--- config.mk ---
export PLATFORM = sky130hd
export DESIGN_NAME = stk_rob
export DESIGN_NICKNAME = d
export VERILOG_FILES = /design/src/rtl/std_pkg.sv /design/src/rtl/stk_pkg.sv /design/src/rtl/stk_rob_ptr.sv /design/src/rtl/stk_rob.sv
export SDC_FILE = /design/constraint.sdc
export NUM_CORES = 1
export LEC_CHECK = 0
export CORE_MARGIN = 4
export CORE_UTILIZATION = 45
export DETAILED_ROUTE_END_ITERATION = 6
export PLACE_DENSITY = 0.76
export REMOVE_ABC_BUFFERS = 1
export SLEW_MARGIN = 40
export SYNTH_ARGS = -nofsm -noshare
export SYNTH_HDL_FRONTEND = slang
export SYNTH_SLANG_ARGS = --single-unit
--- constraint.sdc ---
create_clock -name clk -period 18.2 [get_ports clk]
set_input_delay 1.82 -clock clk [delete_from_list [all_inputs] [get_ports clk]]
set_output_delay 1.82 -clock clk [all_outputs]
set_load 0.03 [all_outputs]
--- src/rtl/std_pkg.sv ---
// rtl/std_pkg.sv - opcode type shared by the host front end and the stack engine.
package std_pkg;

    typedef enum logic [1:0] {
        OP_PUSH = 2'd0,
        OP_POP  = 2'd1,
        OP_PEEK = 2'd2,
        OP_CLR  = 2'd3
    } opcode_t;

endpackage

--- src/rtl/stk_pkg.sv ---
// rtl/stk_pkg.sv - tag, payload and reorder-buffer entry types for the stk front end.
package stk_pkg;

    localparam int N_TAGS_MAX = 8;

    typedef logic [2:0]   stk_id_t;
    typedef logic [127:0] stk_dat_t;

    typedef struct packed {
        logic     alloc;
        logic     done;
        stk_dat_t dat;
    } rob_entry_t;

endpackage

--- src/rtl/stk_rob_ptr.sv ---
// rtl/stk_rob_ptr.sv - wrapping head/tail pointer pair with occupancy counter.
module stk_rob_ptr #(
    parameter int N_TAGS = 8,
    localparam int PW = $clog2(N_TAGS)
) (
    input  logic          clk,
    input  logic          arst_n,
    input  logic          inc_head_i,
    input  logic          inc_tail_i,
    output logic [PW-1:0] head_o,
    output logic [PW-1:0] tail_o,
    output logic [PW:0]   cnt_o,
    output logic          full_o,
    output logic          empty_o
);

    logic [PW-1:0] head_q, head_d;
    logic [PW-1:0] tail_q, tail_d;
    logic [PW:0]   cnt_q, cnt_d;

    // Power-of-two depth lets the pointers wrap by plain overflow.
    always_comb begin
        head_d = inc_head_i ? head_q + 1'b1 : head_q;
        tail_d = inc_tail_i ? tail_q + 1'b1 : tail_q;
        cnt_d  = cnt_q;
        case ({inc_tail_i, inc_head_i})
            2'b10:   cnt_d = cnt_q + 1'b1;
            2'b01:   cnt_d = cnt_q - 1'b1;
            default: cnt_d = cnt_q;
        endcase
    end

    always_ff @(posedge clk) begin
        if (!arst_n) begin
            head_q <= '0;
            tail_q <= '0;
            cnt_q  <= '0;
        end else begin
            head_q <= head_d;
            tail_q <= tail_d;
            cnt_q  <= cnt_d;
        end
    end

    assign head_o  = head_q;
    assign tail_o  = tail_q;
    assign cnt_o   = cnt_q;
    assign full_o  = (cnt_q == (PW+1)'(N_TAGS));
    assign empty_o = (cnt_q == '0);

endmodule

--- src/rtl/stk_rob.sv ---
// rtl/stk_rob.sv - tag-allocating reorder buffer in front of stk; STK_ROB_ERR_EN enables sticky spurious-response flag.
module stk_rob
    import std_pkg::*;
    import stk_pkg::*;
#(
    parameter int N_TAGS = 8,
    parameter int W_DAT  = 128
) (
    input  logic             clk,
    input  logic             arst_n,
    input  logic             i_req_vld,
    output logic             o_req_rdy,
    input  opcode_t          i_req_opcode,
    input  logic [W_DAT-1:0] i_req_dat,
    output logic             o_cmd_vld,
    output opcode_t          o_cmd_opcode,
    output logic [2:0]       o_cmd_id,
    output logic [W_DAT-1:0] o_cmd_dat,
    input  logic             i_rsp_vld,
    input  logic [2:0]       i_rsp_id,
    input  logic [W_DAT-1:0] i_rsp_dat,
    output logic             o_rsp_vld,
    input  logic             i_rsp_rdy,
    output logic [W_DAT-1:0] o_rsp_dat,
    output logic             o_err
);

    localparam int PW = $clog2(N_TAGS);

    logic [PW-1:0]    head, tail;
    logic [PW:0]      cnt;
    logic             full, empty;

    logic [N_TAGS-1:0] alloc_q, alloc_d;
    logic [N_TAGS-1:0] done_q, done_d;
    logic [W_DAT-1:0]  dat_q [N_TAGS];

    logic             o_cmd_vld_q;
    opcode_t          o_cmd_opcode_q;
    stk_id_t          o_cmd_id_q;
    logic [W_DAT-1:0] o_cmd_dat_q;

    logic          accept, retire, rsp_wr, id_ok;
    logic [PW-1:0] rsp_idx;

    stk_rob_ptr #(.N_TAGS(N_TAGS)) u_ptr (
        .clk        (clk),
        .arst_n     (arst_n),
        .inc_head_i (retire),
        .inc_tail_i (accept),
        .head_o     (head),
        .tail_o     (tail),
        .cnt_o      (cnt),
        .full_o     (full),
        .empty_o    (empty)
    );

    assign o_req_rdy = !full;
    assign accept    = i_req_vld && !full;
    assign o_rsp_vld = alloc_q[head] && done_q[head] && !empty;
    assign retire    = o_rsp_vld && i_rsp_rdy;
    assign o_rsp_dat = o_rsp_vld ? dat_q[head] : '0;

    // Tags beyond the configured depth never match an entry.
    assign id_ok   = (32'(i_rsp_id) < N_TAGS);
    assign rsp_idx = i_rsp_id[PW-1:0];
    assign rsp_wr  = i_rsp_vld && id_ok && alloc_q[rsp_idx] && !done_q[rsp_idx];

    // Head and tail only coincide when empty or full, so retire and accept never hit the same entry.
    always_comb begin
        alloc_d = alloc_q;
        done_d  = done_q;
        if (retire) begin
            alloc_d[head] = 1'b0;
            done_d[head]  = 1'b0;
        end
        if (rsp_wr) begin
            done_d[rsp_idx] = 1'b1;
        end
        if (accept) begin
            alloc_d[tail] = 1'b1;
            done_d[tail]  = 1'b0;
        end
    end

    always_ff @(posedge clk) begin
        if (!arst_n) begin
            alloc_q        <= '0;
            done_q         <= '0;
            o_cmd_vld_q    <= 1'b0;
            o_cmd_opcode_q <= OP_PUSH;
            o_cmd_id_q     <= '0;
            o_cmd_dat_q    <= '0;
        end else begin
            alloc_q     <= alloc_d;
            done_q      <= done_d;
            o_cmd_vld_q <= accept;
            if (accept) begin
                o_cmd_opcode_q <= i_req_opcode;
                o_cmd_id_q     <= stk_id_t'(tail);
                o_cmd_dat_q    <= i_req_dat;
            end
        end
    end

    always_ff @(posedge clk) begin
        if (rsp_wr) begin
            dat_q[rsp_idx] <= i_rsp_dat;
        end
    end

    assign o_cmd_vld    = o_cmd_vld_q;
    assign o_cmd_opcode = o_cmd_opcode_q;
    assign o_cmd_id     = o_cmd_id_q;
    assign o_cmd_dat    = o_cmd_dat_q;

`ifdef STK_ROB_ERR_EN
    logic spurious;
    logic err_q;

    assign spurious = i_rsp_vld && !rsp_wr;

    always_ff @(posedge clk) begin
        if (!arst_n) begin
            err_q <= 1'b0;
        end else if (spurious) begin
            err_q <= 1'b1;
        end
    end

    always_ff @(posedge clk) begin
        if (arst_n) begin
            assert (!spurious) else $error("stk_rob: spurious response id %0d", i_rsp_id);
        end
    end

    assign o_err = err_q;
`else
    assign o_err = 1'b0;
`endif

endmodule
After elaboration in Yosys (flattened, before gate mapping)
Memory sizes are Yosys's and may differ from the RTL's. A register that Yosys moved wholly into a read port is not among the register bits.
Cells that the tools add are included.
{ "word_totals": {"ram_bits": 1024, "n_memories": 1, "reg_bits": 160} }
{ "classes": {"n_lt_le_gt_ge": 6, "n_addsub": 4, "mux": 25, "bitwise": 7, "eq_ne": 3, "n_reduce_logical": 14} }
{ "memory_table": {"columns": ["name", "words", "word_bits", "read_ports", "rd_clocked_by_memory_dff", "write_ports", "line_no", "rtl"], "rows": [
  ["dat_q", 8, 128, 1, 1, 1, "stk_rob.sv:36", "logic [W_DAT-1:0] dat_q [N_TAGS];"]
]} }
{ "op_table": {"columns": ["op", "count"], "rows": [
  ["128-bit two-way mux", 1],
  ["8-bit two-way mux", 5],
  ["8-bit AND", 3],
  ["8-bit NOT", 2],
  ["8-bit bitwise OR", 2],
  ["1-bit binary-select mux with 3-bit select", 4],
  ["3-bit by 4-bit < comparator with 1-bit output (second input constant)", 3],
  ["1-bit demux with 3-bit select", 3],
  ["3-bit by 1-bit greater-or-equal comparator with 1-bit output (second input constant)", 3],
  ["1-bit logical AND", 9],
  ["1-bit two-way mux", 9],
  ["4-bit one-hot mux with 2 select lines", 1],
  ["3-bit by 1-bit adder with 3-bit output (second input constant)", 2],
  ["3-bit two-way mux", 2],
  ["4-bit by 1-bit adder with 4-bit output (second input constant)", 1],
  ["4-bit == test (second input constant)", 1],
  ["4-bit logical NOT", 1],
  ["4-bit by 1-bit subtractor with 4-bit output (second input constant)", 1],
  ["1-bit logical NOT", 3],
  ["2-bit by 1-bit == test with 1-bit output (second input constant)", 1],
  ["2-bit == test (second input constant)", 1],
  ["2-bit nonzero test", 1]
]} }

Longest topological paths before layout
Gate-level depths: netlist (run 1).
{ "logic_depth": {"ltp_word": 11, "mapped_depth": 13, "ltp_nobuf": 11} }

Hierarchy
A second synthesis (run 1) with hierarchy kept.
{ "unflattened": {"cells_unflattened": 2690, "area_unflattened_um2": 43355.3} }
{ "by_module_without_submodules": {"columns": ["mod", "area_each_um2", "cells_per_inst", "seq_area_each_um2", "instances"], "rows": [
  ["stk_rob", 42813.6, 2636, 33752.4, 1],
  ["stk_rob_ptr", 541.8, 54, 200.2, 1]
]} }

Worst setup path before layout (run 1)
OpenSTA, ideal clock, no wires.
{ "synth_path": {"path_kind": "in2reg", "start": "input i_rsp_id[2]", "end": "memory dat_q[6][0], enable pin", "cell_stages": 6, "arrival_ns": 14.845, "n_path_buf": 1, "setup_slack_ns": 2.427, "setup_time_ns": 0.929, "path_cell_list": "buf_2 -> nor2_1 -> a221oi_1 -> o21ai_0 -> nand2_1 -> nor4_1"} }
{ "synth_between": {"elab_chain_cells": 6, "elab_cells_between_ends": 9, "classes_between": "mux (6); reduce/logical (3)"} }
{ "synth_rtl": {"columns": ["item", "line_no", "rtl"], "rows": [
  ["start, declared", "stk_rob.sv:20", "input logic [2:0] i_rsp_id,"],
  ["1-bit binary-select mux with 3-bit select", "stk_rob.sv:67", "assign rsp_wr = i_rsp_vld && id_ok && alloc_q[rsp_idx] && !done_q[rsp_idx];"],
  ["1-bit two-way mux (implied by the code)", "stk_rob.sv:67", null],
  ["1-bit logical AND or 1-bit logical NOT (tied branches)", "stk_rob.sv:67", null],
  ["1-bit logical AND", "stk_rob.sv:67", null],
  ["1-bit two-way mux", "stk_rob.sv:107", "if (rsp_wr) begin"],
  ["1-bit two-way mux (implied by the code)", "stk_rob.sv:108", "dat_q[rsp_idx] <= i_rsp_dat;"],
  ["end, declared", "stk_rob.sv:36", null]
]} }
Parallel ways exist; a longest one is shown, timed or not. The select of a mux whose other input is x is not followed.

==> results.toml, run 1 <==
[timing]
finalSetupViolCount = 0
tns_ps = 0
finalCritPeriodShare_pct = 37.5
hold_viol_final = 0
fin_crit_ps = 6820
maxSlewViolCount = 0
setup_slack_ps = 11380
hold_ws_ps = 451
clock_skew_ps = 20.6
rsz0062_at_grt = "no"
fmax_mhz = 147
worst_pin_slew_ps = 846
slew-limit-headroom_pct = 43.6

[setup_path]
cp_max_fo = 47
r2r-start = "u_ptr.cnt_o[0]$_SDFFE_PN0P_"
critPathKind = "reg -> out"
arrival_ps = 5000
r2r_setup_slack_ps = 14790
critPathLaunchType = "register"
required_ps = 16380
end_kind = "output port"

[drt]
vias = 23700
vias_per_cell = 5.44
drt-initial-drc-count = 1827
wire_per_inst_um = 24.1
first_pass_iters = 5
routed_wl_um = 105000
drc_errors = 0
ant_nets = 0

[layout]
layout.nets = 3224
fillers = 7471
syn_to_final_growth_pct = 23.3
drive_above_1_share_pct = 18.3

[floorplanning]
die-width_um = 325
coreArea_sq_um = 100000
dieArea_sq_um = 106000
rows = 116
die_h_um = 325
start_util_pct = 45.3
ioPinCount = 531

[yosys]
synth_edf_count = 1024
yosysUniqueCellTypes = 54
ys_ff_latch = 1187
async_reset_ff_share_pct = 0
yosysWarnings = 0
postSynthAreaPerCell_sq_um = 18.8
ys.flop_type = "edfxtp_1"
syn_inst = 2410
synth_area_sq_um = 45300
seq_area_frac_synth_pct = 75.0

[clocking]
clk_pin_slew_ps = 60
post_cts.repair.setup_buffers = 0
cts-root-buf = "clkbuf_16"
cts_resized = 0
cts_sinks = 1187
clockBufferDepth = 3
cts_tree = "done"
insertion_delay_ps = 710
cts_made_buffers = 117
cts_max_level = 3
cts_hold_buffers = 0

[power_and_ir_drop]
p_leak_nw = 17.3
powerDensity_nw_per_um2 = 101
vdd_ir_drop_max_uv = 77.6

[global_routing]
antenna_found_initial = 16
grt_max_degree = 86
overflow = 0
grt_pass1_vias = 24900
grt_pass1_wl_um = 157000
grt_usage_pct = 19.7

[place]
place.gp.congestion = 0.858
portBuffers = 529
post-place-ws_ps = 11880
hpwl_um = 62700

[outcome]
outcome = "finished clean"

[hold_path]
hp-class = "reg -> reg"
holdCritStartpoint = "o_cmd_dat[77]$_SDFFE_PN0N_"

[flow_run]
drv_cap = 0
[cell usage after synthesis, drive strengths merged, types with 3 or more instances]
cell type	number	area (sq um)
mux2i	139	1390
nor2	140	736
mux4	256	5770
nor4	8	50.1
inv	11	41.3
clkbuf	77	289
mux2	3	33.8
nand3	5	25.0
o21ai	6	30.0
ha	5	62.6
dfxtp	163	3260
a21oi	147	736
nand2	291	1090
xor2	4	35.0
buf	64	504
nor3	8	45.0
nand3b	4	30.0
edfxtp	1024	30700
o41ai	8	70.1
nand2b	9	56.3
or3	3	18.8
o21a	4	30.0
[path summary, 6_finish.rpt]
path / endpoint / depth (start not counted)
max: o_rsp_dat[51] / 7
min: o_cmd_dat[77]$_SDFFE_PN0N_ / 2
max reg2reg: u_ptr.cnt_o[2]$_SDFFE_PN0P_ / 10
min reg2reg: o_cmd_dat[77]$_SDFFE_PN0N_ / 2
[kinds of logic after synthesis]
logic type / after synthesis / share of synthesized area (%)
other: 1 / 0.00827
adder cells (fa/ha/maj): 5 / 0.138
flip-flops: 1187 / 75.0
AO/OA/AOI/OAI: 182 / 2.28
multiplexers: 398 / 15.9
AND/OR/NAND/NOR: 480 / 4.76
buffers and inverters: 152 / 1.84
XOR/XNOR: 5 / 0.0966
[worst max-delay path, cell delays in order, from the launching register on]
cell and delay (ps):
dfxtp_4 760, buf_6 590, buf_4 690, buf_6 610
mux4_2 580, mux2i_1 270, nor2_2 50, clkdlybuf4s50_1 620
[cell usage in the layout (no fill, tap or decap), drive strengths merged, types with 3 or more instances in the layout]
cell type and n:
edfxtp 1024, clkdlybuf4s50 529, nand2 291, mux4 256, dfxtp 163, clkbuf 158
a21oi 147, nor2 140, mux2i 139, clkinv 45, buf 35, inv 13
bufinv 11, nand2b 9, o41ai 8, nor4 8, nor3 8, diode 6
o21ai 6, nand3 5, ha 5, nand3b 4, xor2 4, o21a 4
clkinvlp 4, mux2 3, or3 3
[cell type report]
type	count	area (sq um)	share of cell area, %
Sequential cell	1187	34000	60.9
Inverter	11	73.8	0.132
Clock buffer	157	3260	5.82
Antenna cell	6	15.0	0.0269
Timing Repair Buffer	565	5730	10.2
Clock inverter	62	662	1.18
Tap cell	1298	1620	2.91
Multi-Input combinational cell	1071	10500	18.8
[metal layers]
metal	global-route usage, %	share of wire, %	vias up
met5	0	0.065	-
met4	6.30	3.0	10
met3	5.28	7.8	162
met2	33.9	51	910
met1	24.5	38	12100
li1	-	-	10500
[registers in the layout (all words and copies together), names as in the netlist, named ones only]
register	cells
o_cmd_vld	1
o_cmd_dat	128
done_q	8
o_cmd_id	3
alloc_q	8
u_ptr.cnt_o	4
o_cmd_opcode	2
u_ptr.tail_o	3
dat_q	1024
u_ptr.head_o	3
[where the power goes]
part / internal, mW / switching, mW / total [mW]
clock network: 1.41 / 1.01 / 2.42
registers: 2.99 / 0.0166 / 3.01
logic: 0.0980 / 0.128 / 0.226
[stage by stage]
step	util, %	total power, mW	cell area (sq um)	std cells
floorplan	-	3.15	44500	2269
global placement	51.8	3.29	51800	4126
detailed placement	51.9	3.30	51900	4131
CTS	55.8	5.72	55800	4350
global route	55.9	5.85	55900	4352
finish	55.9	5.66	55900	4357
(Power assumes the default switching activity.)
==> run 2, diff against run 1 <==
==> constraint.sdc (replaced) <==
create_clock -name clk -period 6.3 [get_ports clk]
set_input_delay 0.63 -clock clk [delete_from_list [all_inputs] [get_ports clk]]
set_output_delay 0.63 -clock clk [all_outputs]
set_load 0.03 [all_outputs]
==> run 2 against run 1 <==
Compared with the run above: via count down 0.29%; first-iteration DRC count down 7.3%; final area grew 0.67%; clock power rose to 3.1 times the previous value; critical endpoint is now o_rsp_dat[94]; largest power group unchanged.
==> results.toml, run 2 (synthesized netlist as in run 1, its figures left out) <==
[flow_run]
drv_cap = 0

[clocking]
post_cts.repair.setup_buffers = 0
cts_max_level = 3
cts_resized = 0
insertion_delay_ps = 710
clockBufferDepth = 3
clk_pin_slew_ps = 60
cts-root-buf = "clkbuf_16"
cts_hold_buffers = 0
cts_sinks = 1187
cts_made_buffers = 117
cts_tree = "done"

[layout]
syn_to_final_growth_pct = 24.1
final_cell_mix = "1024 x edfxtp_1, 528 x clkdlybuf4s50_1, 290 x nand2_1"
drive_above_1_share_pct = 18.6
layout.nets = 3227
top_register = "dat_q"
final_common_cell = "edfxtp_1"
fin_util_pct = 56.3
largest_reg_flops = 1024
finalInstanceArea_sq_um = 56300

[drt]
vias = 23600
wire_per_inst_um = 23.6
drt-initial-drc-count = 1693
routed_wl_um = 103000
vias_per_cell = 5.41
first_pass_iters = 7
ant_nets = 0
drc_errors = 0

[setup_path]
critical_path.cell_chain = "mux2_2 -> o211ai_2 -> or2_4 -> buf_12 -> nor2_1 -> clkdlybuf4s50_1"
r2r-start = "u_ptr.cnt_o[1]$_SDFFE_PN0P_"
end_kind = "output port"
r2r_setup_slack_ps = 2930
arrival_ps = 4230
worstSetupEndpoint = "o_rsp_dat[94]"
critPathLaunchType = "register"
required_ps = 5670
rr_worst_depth = 10
cp_slowest_stage_delay_ps = 710
critPathKind = "reg -> out"
rr_endpoint = "u_ptr.cnt_o[2]$_SDFFE_PN0P_"
cp_max_fo = 48
cp_slowest_cell = "or2_4"
critical_path.startpoint = "u_ptr.head_o[0]$_SDFFE_PN0N_"

[floorplanning]
start_util_pct = 45.3
ioPinCount = 531
die_h_um = 325
rows = 116
die-width_um = 325
dieArea_sq_um = 106000
coreArea_sq_um = 100000

[timing]
fin_crit_ps = 4860
slew-limit-headroom_pct = 42.5
hold_viol_final = 0
clock_skew_ps = 47.6
rsz0062_at_grt = "no"
finalSetupViolCount = 0
hold_ws_ps = 362
worst_pin_slew_ps = 838
maxSlewViolCount = 0
fmax_mhz = 206
finalCritPeriodShare_pct = 77.1

[outcome]
outcome = "finished clean"

[global_routing]
grt_pass1_vias = 24700
grt_max_degree = 114
grt_pass1_wl_um = 156000
overflow = 0
grt_usage_pct = 19.4
antenna_found_initial = 16

[hold_path]
hp-class = "in -> reg"
holdCritStartpoint = "arst_n"

[power_and_ir_drop]
vdd_ir_drop_max_uv = 216
power_mw = 16.8
powerDensity_nw_per_um2 = 298
p_leak_nw = 17.4

[place]
portBuffers = 529
hpwl_um = 61100
place.gp.congestion = 0.880
placed_area_sq_um = 52000
==> run 2: cell type report <==
cell class | count | area [sq um]
fill | 7423 | 43700
inverter | 11 | 76.3
multi-input combinational | 1071 | 10500
timing repair buffer | 568 | 5820
clock inverter | 74 | 1060
antenna | 6 | 15.0
sequential | 1187 | 34000
tap | 1298 | 1620
clock buffer | 149 | 3130
==> run 2: worst min-delay path by stage <==
stage,to,slack [ps],cells past startpoint
finish,alloc_q[3]$_SDFF_PN0_,360,2
global route,alloc_q[3]$_SDFF_PN0_,340,2
CTS,o_cmd_dat[66]$_SDFFE_PN0N_,400,3
detailed placement,o_cmd_dat[2]$_SDFFE_PN0N_,450,2
global placement,o_cmd_dat[42]$_SDFFE_PN0N_,440,2
floorplan,alloc_q[2]$_SDFF_PN0_,440,2
==> run 2: worst max-delay path: cells and delay by family (launching register included) <==
family          cells  cell delay [ps]
buf+inv             2              940
simple gates        2              810
flops               1              630
compound gates      1              560
mux                 1              400
==> run 2: layer usage <==
metal  share of wire, %  global-route usage [%]  wire length, um  vias to the layer above
met2                 50                    32.8            52100                      915
met4                3.0                    6.62             3090                       14
met1                 38                    24.4            39500                    12000
li1                   -                       -                -                    10600
met5              0.075                       0               77                        -
met3                8.1                    5.19             8410                      158
==> run 2: through the flow <==
stage,TNS (ps),worst slack (ps),instances
after floorplan,-2143150,-8140,2269
final,0,1440,4364
after global placement,0,2310,4132
after detailed placement,0,2230,4134
after CTS,0,1400,4357
after global routing,0,1280,4360
==> run 2: power breakdown <==
group	switching, mW	internal [mW]
clock network	2.97	4.45
registers	0.0479	8.65
logic	0.374	0.284
==> edit (config.mk and constraints of run 2) <==
The parameter `W_DAT` goes from 128 to 124.
--- a/src/rtl/stk_rob.sv
+++ b/src/rtl/stk_rob.sv
@@ -5,5 +5,5 @@
 #(
     parameter int N_TAGS = 8,
-    parameter int W_DAT  = 128
+    parameter int W_DAT  = 124
 ) (
     input  logic             clk,
Ports: changed (resized i_req_dat, i_rsp_dat, o_cmd_dat and o_rsp_dat); port bits go from 531 to 515. No check against the original RTL was run, so the function may have changed too.
==> edit against run 2 <==
Synthesized area is 3.6% lower; sequential cell count down 36; routed wire length up 1.5%; sequential power is 3.8% lower; sequential share of layout area increased by 0.51 points; clock skew down 15 ps; largest cell class unchanged; worst hold slack improved by 91 ps; global-route usage rose by 0.89 points; combinational power decreased by 12%; total power down 6.8%; final area down 3.9%; critical endpoint is now o_rsp_dat[99]; worst setup slack worse by 30 ps; register-to-register slack got worse by 150 ps; critical path type unchanged.
==> edit: results (changes against run 2) <==
stage,metric,value,unit,change
run_status,status,"complete, no violations",,unchanged
timing,final hold vios,0,,unchanged
logic_synthesis,Synth async-reset ratio,0,,unchanged
clocking,# Post-CTS Setup Buffers,0,,unchanged
logic_synthesis,Main synth FF type,edfxtp_1,,unchanged
clocking,Root Driver,clkbuf_16,,unchanged
logic_synthesis,Synth top cells by count,"edfxtp_1 (992), nand2_1 (278), mux4_2 (249), dfxtp_1 (159), nor2_1 (141)",,"was edfxtp_1 (1,024), nand2_1 (290), mux4_2 (256), dfxtp_1 (163), a21oi_1 (147)"
global_routing,vias in the first global route,24476,,"was 24,692"
layout,Largest register FFs,992,,"was 1,024"
critical_path,Reg2Reg Setup Slack,2780,ps,was 2930 ps
routing,detailed router's first-iteration violation count,1898,,"was 1,693"
routing,metal2 WL,52.53,mm,was 52.08 mm
routing,vias per cell,5.462,,was 5.414
clocking,CTS max path bufs,3,,unchanged
hold_path,Hold Crit Class,flop to flop,,was input port to flop
global_routing,GRT Overall Usage,0.2031,,was 0.1942
global_routing,first-pass GRT wire length,156.2,mm,was 155.6 mm
logic_synthesis,number of synthesized flops with an enable pin,992,,"was 1,024"
routing,met3 routed WL,7.981,mm,was 8.407 mm
routing,routed wire length,104.7,mm,was 103.2 mm
critical_path,crit path max fanout,49,,was 48
logic_synthesis,sequential fraction of the synthesis area,0.7542,,was 0.7502
layout,share of cells above drive strength 1,0.1676,,was 0.1863
clocking,post-cts repair resize count,0,,unchanged
timing,clk_skew,32.16,ps,was 47.64 ps
clocking,# H-tree levels,3,,unchanged
layout,Biggest register,dat_q,,unchanged
placed_design,instance area at placement,0.05028,mm2,was 0.05204 mm2
placed_design,RD Place Congestion,0.9227,,was 0.8798
routing,DR top layer,met5,,unchanged
routing,drt pass-1 iters,4,,was 7
timing,Least-Margin Pin Slew,887.4,ps,was 838.0 ps
logic_synthesis,ranking of synthesized cells by area,"edfxtp_1 (68%), mux4_2 (13%), dfxtp_1 (7.3%), mux2i_1 (3.0%), nand2_1 (2.4%)",,"was edfxtp_1 (68%), mux4_2 (13%), dfxtp_1 (7.2%), mux2i_1 (3.1%), nand2_1 (2.4%)"
power,P_leak,16.77,nW,was 17.44 nW
critical_path,Worst Path Arrival,4260,ps,was 4230 ps
placed_design,I/O Buffers,513,,was 529
clocking,CTS buffer count,113,,was 117
global_routing,largest net degree at the start of global routing,110,,was 114
logic_synthesis,count of cell types in the netlist,61,,was 54
timing,Setup-failing EPs final,0,,unchanged
power,Worst VDD drop,0.2113,mV,was 0.2160 mV
clocking,clock-pin slew on the worst setup and hold paths,60,ps,about the same
global_routing,initial antenna violation count,17,,was 16
clocking,clk_lat worst skew,710,ps,about the same
placed_design,post-DP HPWL,64.32,mm,was 61.15 mm
routing,WL met1,40.79,mm,was 39.53 mm
logic_synthesis,Yosys warnings,0,,unchanged
layout,Nets,3123,,"was 3,227"
## edit: cell types whose count changed after synthesis, moves of 6 or more
cell / change
nor2_1: +65
nor2_2: -54
edfxtp_1: -32
buf_4: -15
buf_6: +15
nand2_1: -12
nor2_4: -10
a21oi_1: -9
mux2i_1: -9
o41ai_1: -8
inv_1: -7
mux4_2: -7
buf_12: -6
nand2b_1: -6
## edit: routing by layer
layer,vias to the layer above,track usage
met5,-,0
met4,4,0.07366
met3,159,0.05081
met2,849,0.3415
met1,11935,0.2576
li1,10248,-
## edit: cells by family after synthesis
| kind of cell | synth area share |
|---|---|
| AOI/OAI and AO/OA | 0.02364 |
| and+or+nand+nor | 0.04244 |
| xor gates and xnor gates | 0.001002 |
| buffers and inverters | 0.01780 |
| other | 0.00008578 |
| DFF | 0.7542 |
| muxes | 0.1594 |
| adders and majority gates | 0.001431 |
## edit: final timing paths
path	start	to	cells after the start
max	u_ptr.head_o[0]	o_rsp_dat[99]	7
max reg2reg	u_ptr.head_o[0]	u_ptr.cnt_o[2]	11
min	o_cmd_dat[49]	o_cmd_dat[49]	2
min reg2reg	o_cmd_dat[49]	o_cmd_dat[49]	2
## edit: critical path: stages, from the launching register on
cell,delay (ps)
dfxtp_1,740
mux2_2,420
a32o_1,270
nor3_4,290
or2_4,460
buf_4,540
nor2_1,140
clkdlybuf4s50_1,640
## edit: final cells by class
class                           instances  area, um2
Multi-Input combinational cell       1033      10030
Tap cell                             1276       1597
Clock buffer                          137       2949
Antenna cell                           12      30.03
Fill cell                            7214      42470
Timing Repair Buffer                  555       5674
Inverter                                6      27.53
Clock inverter                         77      804.5
Sequential cell                      1151      32980
## edit: report_power, final
part | internal, mW | switching (mW) | total [mW]
sequential | 8.33 | 0.0419 | 8.37
clock | 3.85 | 2.84 | 6.69
combinational | 0.259 | 0.323 | 0.582
## edit: stage by stage
stage	total power, mW	instances	hold WS [ps]	worst slack, ps	setup TNS [ps]
6_report	15.65	4247	452.4	1411	0
3_3_place_gp	9.097	4016	441.5	2252	0
5_1_grt	16.20	4239	441.8	1180	0
3_5_place_dp	9.121	4020	446.2	2118	0
2_1_floorplan	8.732	2190	441.7	-8920	-3384550
4_1_cts	15.80	4234	408.9	1347	0
